===== src/rtl/time_counter_24h_if.sv =====
// Control and BCD time bus of the 24h time counter.
interface time_counter_24h_if;
  logic       run;
  logic       inc_min;
  logic       inc_hour;
  logic       clr_sec;
  logic [3:0] bcd_ht;
  logic [3:0] bcd_hu;
  logic [3:0] bcd_mt;
  logic [3:0] bcd_mu;
  logic [3:0] bcd_st;
  logic [3:0] bcd_su;
  logic       sec_tick;
  logic       hour_strobe;

  modport master (
    output run, inc_min, inc_hour, clr_sec,
    input  bcd_ht, bcd_hu, bcd_mt, bcd_mu, bcd_st, bcd_su, sec_tick, hour_strobe
  );

  modport slave (
    input  run, inc_min, inc_hour, clr_sec,
    output bcd_ht, bcd_hu, bcd_mt, bcd_mu, bcd_st, bcd_su, sec_tick, hour_strobe
  );
endinterface


===== src/rtl/time_counter_24h.sv =====
// 24-hour BCD hh:mm:ss timekeeper with 1 Hz prescaler and manual adjust.
module time_counter_24h #(
  parameter int unsigned TICK_DIV = 50000000
) (
  input logic               clk,
  input logic               rst_n,
  time_counter_24h_if.slave bus
);

  localparam int unsigned PW = (TICK_DIV > 1) ? $clog2(TICK_DIV) : 1;
  localparam logic [PW-1:0] PRESC_MAX = PW'(TICK_DIV - 1);

  logic [PW-1:0] presc_q, presc_d;
  logic [3:0]    ht_q, hu_q, mt_q, mu_q, st_q, su_q;
  logic [3:0]    ht_d, hu_d, mt_d, mu_d, st_d, su_d;
  logic          sec_tick_q, hour_strobe_q;
  logic          tick, sec_adv, carry_s, carry_m, wrap_m;

  // Prescaler and the seconds/minutes/hours cascade, resolved in one cycle.
  always_comb begin
    presc_d = presc_q;
    su_d    = su_q;
    st_d    = st_q;
    mu_d    = mu_q;
    mt_d    = mt_q;
    hu_d    = hu_q;
    ht_d    = ht_q;
    carry_s = 1'b0;
    wrap_m  = 1'b0;

    tick    = bus.run && (presc_q == PRESC_MAX);
    sec_adv = tick && !bus.clr_sec;

    if (bus.clr_sec) begin
      presc_d = '0;
    end else if (bus.run) begin
      presc_d = tick ? '0 : PW'(presc_q + 1'b1);
    end

    if (bus.clr_sec) begin
      su_d = 4'd0;
      st_d = 4'd0;
    end else if (sec_adv) begin
      if (su_q == 4'd9) begin
        su_d = 4'd0;
        if (st_q == 4'd5) begin
          st_d    = 4'd0;
          carry_s = 1'b1;
        end else begin
          st_d = 4'(st_q + 4'd1);
        end
      end else begin
        su_d = 4'(su_q + 4'd1);
      end
    end

    // A carry and a manual pulse in the same cycle merge into one step.
    if (carry_s || bus.inc_min) begin
      if (mu_q == 4'd9) begin
        mu_d = 4'd0;
        if (mt_q == 4'd5) begin
          mt_d   = 4'd0;
          wrap_m = 1'b1;
        end else begin
          mt_d = 4'(mt_q + 4'd1);
        end
      end else begin
        mu_d = 4'(mu_q + 4'd1);
      end
    end

    // Only a seconds-driven minute wrap propagates into the hours.
    carry_m = carry_s && wrap_m;

    if (carry_m || bus.inc_hour) begin
      if (ht_q == 4'd2 && hu_q == 4'd3) begin
        ht_d = 4'd0;
        hu_d = 4'd0;
      end else if (hu_q == 4'd9) begin
        hu_d = 4'd0;
        ht_d = 4'(ht_q + 4'd1);
      end else begin
        hu_d = 4'(hu_q + 4'd1);
      end
    end
  end

  // State and output registers.
  always_ff @(posedge clk or negedge rst_n) begin
    if (!rst_n) begin
      presc_q       <= '0;
      ht_q          <= 4'd0;
      hu_q          <= 4'd0;
      mt_q          <= 4'd0;
      mu_q          <= 4'd0;
      st_q          <= 4'd0;
      su_q          <= 4'd0;
      sec_tick_q    <= 1'b0;
      hour_strobe_q <= 1'b0;
    end else begin
      presc_q       <= presc_d;
      ht_q          <= ht_d;
      hu_q          <= hu_d;
      mt_q          <= mt_d;
      mu_q          <= mu_d;
      st_q          <= st_d;
      su_q          <= su_d;
      sec_tick_q    <= sec_adv;
      hour_strobe_q <= carry_m;
    end
  end

  assign bus.bcd_ht      = ht_q;
  assign bus.bcd_hu      = hu_q;
  assign bus.bcd_mt      = mt_q;
  assign bus.bcd_mu      = mu_q;
  assign bus.bcd_st      = st_q;
  assign bus.bcd_su      = su_q;
  assign bus.sec_tick    = sec_tick_q;
  assign bus.hour_strobe = hour_strobe_q;

endmodule


===== src/flat_wrapper.sv =====
// flat-port wrapper written by rule: the top's interface ports become plain ports
module time_counter_24h_flat 
#(
  parameter int unsigned TICK_DIV = 50000000
)
  (clk, rst_n, bus_run, bus_inc_min, bus_inc_hour, bus_clr_sec, bus_bcd_ht, bus_bcd_hu, bus_bcd_mt, bus_bcd_mu, bus_bcd_st, bus_bcd_su, bus_sec_tick, bus_hour_strobe);
  time_counter_24h_if bus_i ();
  input logic clk;
  input logic rst_n;
  input wire logic [$bits(bus_i.run)-1:0] bus_run;
  input wire logic [$bits(bus_i.inc_min)-1:0] bus_inc_min;
  input wire logic [$bits(bus_i.inc_hour)-1:0] bus_inc_hour;
  input wire logic [$bits(bus_i.clr_sec)-1:0] bus_clr_sec;
  output wire logic [$bits(bus_i.bcd_ht)-1:0] bus_bcd_ht;
  output wire logic [$bits(bus_i.bcd_hu)-1:0] bus_bcd_hu;
  output wire logic [$bits(bus_i.bcd_mt)-1:0] bus_bcd_mt;
  output wire logic [$bits(bus_i.bcd_mu)-1:0] bus_bcd_mu;
  output wire logic [$bits(bus_i.bcd_st)-1:0] bus_bcd_st;
  output wire logic [$bits(bus_i.bcd_su)-1:0] bus_bcd_su;
  output wire logic [$bits(bus_i.sec_tick)-1:0] bus_sec_tick;
  output wire logic [$bits(bus_i.hour_strobe)-1:0] bus_hour_strobe;
  assign bus_i.run = bus_run;
  assign bus_i.inc_min = bus_inc_min;
  assign bus_i.inc_hour = bus_inc_hour;
  assign bus_i.clr_sec = bus_clr_sec;
  assign bus_bcd_ht = bus_i.bcd_ht;
  assign bus_bcd_hu = bus_i.bcd_hu;
  assign bus_bcd_mt = bus_i.bcd_mt;
  assign bus_bcd_mu = bus_i.bcd_mu;
  assign bus_bcd_st = bus_i.bcd_st;
  assign bus_bcd_su = bus_i.bcd_su;
  assign bus_sec_tick = bus_i.sec_tick;
  assign bus_hour_strobe = bus_i.hour_strobe;
  time_counter_24h #(.TICK_DIV(TICK_DIV)) u_core (.clk(clk), .rst_n(rst_n), .bus(bus_i));
endmodule

===== config.mk =====
export PLATFORM = sky130hd
export DESIGN_NAME = time_counter_24h_flat
export DESIGN_NICKNAME = d
export VERILOG_FILES = /design/src/rtl/time_counter_24h_if.sv /design/src/rtl/time_counter_24h.sv /design/src/flat_wrapper.sv
export SDC_FILE = /design/constraint.sdc
export NUM_CORES = 1
export LEC_CHECK = 0
export BUFFER_PORTS_ARGS = -buffer_cell sky130_fd_sc_hd__buf_2
export CAP_MARGIN = 10
export CORE_MARGIN = 1
export CORE_UTILIZATION = 58
export DETAILED_ROUTE_END_ITERATION = 8
export PLACE_DENSITY = 0.79
export SETUP_SLACK_MARGIN = 0.5
export SLEW_MARGIN = 20
export SYNTH_ARGS = -nofsm -noshare
export SYNTH_HDL_FRONTEND = slang
export SYNTH_SLANG_ARGS = --single-unit

===== constraint.sdc =====
create_clock -name clk -period 2.8 [get_ports clk]
set_input_delay 0.84 -clock clk [delete_from_list [all_inputs] [get_ports clk]]
set_output_delay 0.84 -clock clk [all_outputs]
set_load 0.03 [all_outputs]

==> flow_metrics.env <==
export IMPL_cp_slowest_cell="or4b_1"
export IMPL_timing_slew_headroom_pct=59.21
export IMPL_routabilityCongestion=0.8805
export IMPL_grtUsageTotal_pct=23.87
export IMPL_dpl_cell_area_um2=3177
export IMPL_antenna_found_initial=0
export IMPL_syn_instance_count=294
export IMPL_startpoint_type="flop"
export IMPL_die_h_um=72.97
export IMPL_skew_ns=0.01012
export IMPL_cp_num_buf_inv=1
export IMPL_syn2layout_area_growth_pct=12.46
export IMPL_grt_pass1_vias=2103
export IMPL_fin_util_pct=68.65
export IMPL_reg2reg_slack_ns=0.61
export IMPL_max_vdd_ir_drop_mv=0.3554
export IMPL_slew_violations=0
export IMPL_ant_nets=0
export IMPL_dp_hpwl_mm=4.255
export IMPL_clock_fmax_mhz=457.5
export IMPL_fin_crit_ns=2.186
export IMPL_start_util_pct=61.05
export IMPL_rsz0062_at_grt="false"
export IMPL_cp_arrival_ns=2.38
export IMPL_synth_edff_count=0
export IMPL_wire_per_inst_um=14.90
export IMPL_drive_above_1_share_pct=21.15
export IMPL_portBuffers=31
export IMPL_placed_cells=390
export IMPL_worst_pin_slew_ns=0.6118
export IMPL_io_pins=32
export IMPL_fin_area_um2=3286
export IMPL_clock_sinks=52
export IMPL_netlist_area_um2=2922
export IMPL_p_per_area_nw_per_um2=614.6
export IMPL_vias_per_cell=5.822
export IMPL_rr_worst_depth=7
export IMPL_cts_buffer_depth=2
export IMPL_syn_nets=309
export IMPL_p_leak_nw=1.435
export IMPL_cts_setup_buffers=0
export IMPL_postSynthAreaPerCell_um2=9.937
export IMPL_r2r_start="u_core.bus.bcd_ht[0]"
export IMPL_layout_common_cells="dfrtp_1, nor2_1, buf_2, nand2_1, xnor2_1"
export IMPL_cp_depth=7
export IMPL_crit_family="simple AND/OR/NAND/NOR gates"
export IMPL_yosys_area_top_type="dfrtp_1"
export IMPL_core_area_um2=4786
export IMPL_synth_distinct_cells=56
export IMPL_die_area_um2=5325
export IMPL_ys_top_cells_by_area="dfrtp_1, xnor2_1, nor2_1"
export IMPL_crit_path_start="u_core.bus.bcd_ht[0]"
export IMPL_synth_seq_cells=52
export IMPL_yosys_most_used_dff="dfrtp_1"
export IMPL_drt_iter0_drc=143
export IMPL_min_path_type="flop to flop"
export IMPL_routed_wl_mm=5.932
export IMPL_finalCritPeriodShare_pct=78.07
export IMPL_diodes=0
export IMPL_drtPass1Iterations=4
export IMPL_yosysSeqAreaShare_pct=44.54
export IMPL_clock_latency_ns=0.31
export IMPL_cts_root_buf="clkbuf_8"
export IMPL_cp_slowest_stage_delay_ns=0.49
export IMPL_reg2reg_to="u_core.bus.bcd_ht[1]"
export IMPL_layout_nets=345
export IMPL_ys_async_sr_fraction_pct=100.0
export IMPL_maxCapViolations=0
export IMPL_yosysTopAreaCellShare_pct=44.54
export IMPL_tns_ns=0
export IMPL_cts_buffers=5
export IMPL_ctsHtreeMaxLevel=2
export IMPL_grt_overflow=0
export IMPL_cts_tree="done"
export IMPL_clk_pin_slew_worst_paths_ns=0.09
export IMPL_row_count=25
export IMPL_path_class="flop to flop"
export IMPL_drc_errors=0
export IMPL_grt_max_degree=28
export IMPL_status="complete, no violations"
export IMPL_ys_warn_count=0
export IMPL_worstPathCellList="inv_1, ha_1, or4b_1, nor3b_4, o21bai_4, o21ai_1, mux2_2"
export IMPL_grt_pass1_wl_mm=9.811
export IMPL_endpoint="u_core.bus.bcd_ht[1]"
export IMPL_vias=2317
export IMPL_crit_required_ns=2.99
export IMPL_endpoint_kind="flop"
export IMPL_layoutNonFillerInstCount=398
export IMPL_final_common_cell="dfrtp_1"
export IMPL_p_total_mw=2.019
export IMPL_finalHoldViolCount=0
export IMPL_setup_viol=0
export IMPL_die_w_um=72.97
export IMPL_crit_path_max_fanout=7
stage by stage:
step | setup slack, ns | hold WS [ns]
3_3_place_gp | 0.3094 | 0.4713
3_5_place_dp | 0.2670 | 0.4818
4_1_cts | 0.5350 | 0.4947
5_1_grt | 0.5166 | 0.5067
2_1_floorplan | 0.4635 | 0.4971
6_report | 0.6140 | 0.4870
cells by family after synthesis:
kind of cell,share of synthesized area [%]
mux,3.084
buf+inv,2.698
xor+xnor,7.495
compound gates,8.351
flops,44.54
simple gates,29.98
fa+ha+maj,3.854
Yosys cell counts (3+ instances only):
cell type,count
dfrtp_1,52
nor2_1,36
nand2_1,22
xnor2_1,16
nand3_1,14
a21oi_1,11
inv_1,10
ha_1,9
o21ai_0,9
xor2_1,9
mux2_2,8
nor4_1,8
nor3_1,7
or3_1,6
buf_2,5
nand2b_1,5
nand3b_1,5
nand4_1,5
and3_1,4
or4_1,4
and2_1,3
and4_1,3
and4bb_2,3
nor2b_1,3
worst register-to-register path, delay by kind of cell, from the launching register on:
kind	cells	cell delay [ns]
compound gates	2	0.36
fa+ha+maj	1	0.14
simple gates	2	0.78
flops	1	0.43
buf+inv	1	0.08
mux	1	0.29
flip-flops by register name (all words and copies together) (netlist names):
name / flops
u_core.bus.bcd_st: 4
u_core.bus.bcd_hu: 4
u_core.bus.bcd_ht: 4
u_core.bus.bcd_su: 4
u_core.bus.bcd_mt: 4
u_core.presc_q: 26
u_core.bus.bcd_mu: 4
u_core.bus.hour_strobe: 1
u_core.bus.sec_tick: 1
layout make-up:
cell class | count | area [µm²]
Fill cell | 389 | 1500
Clock buffer | 6 | 82.58
Sequential cell | 52 | 1301
Timing Repair Buffer | 37 | 212.7
Clock inverter | 2 | 10.01
Inverter | 10 | 37.54
Multi-Input combinational cell | 224 | 1558
Tap cell | 67 | 83.83
worst min path at each step:
stage,from,slack [ns],cells after the start,to
global placement,u_core.bus.bcd_mt[0],0.47,1,u_core.bus.bcd_mt[0]
floorplan,u_core.presc_q[6],0.50,2,u_core.presc_q[6]
finish,u_core.bus.bcd_mt[0],0.49,1,u_core.bus.bcd_mt[0]
detailed placement,u_core.bus.bcd_mt[0],0.48,1,u_core.bus.bcd_mt[0]
global route,u_core.bus.bcd_mt[0],0.51,1,u_core.bus.bcd_mt[0]
CTS,u_core.bus.bcd_mt[0],0.49,1,u_core.bus.bcd_mt[0]
power breakdown:
group	total, mW	internal [mW]	switching (mW)
clock network	0.436	0.198	0.239
registers	0.974	0.844	0.129
logic	0.610	0.243	0.366
total	2.02	1.29	0.734
timing repair:
action                     CTS  global route
resized for setup            0             3
hold buffers                 0             0
setup endpoints to repair    0             8
routing by layer:
layer	up-vias	track usage, %	routed length [µm]	share of wire (%)
met5	-	0	0	0
met4	0	6.536	63	1.1
met3	7	4.144	176	3.0
met2	49	39.36	2854	48
met1	1141	32.58	2838	48
li1	1120	-	-	-
(Power assumes the default switching activity.)
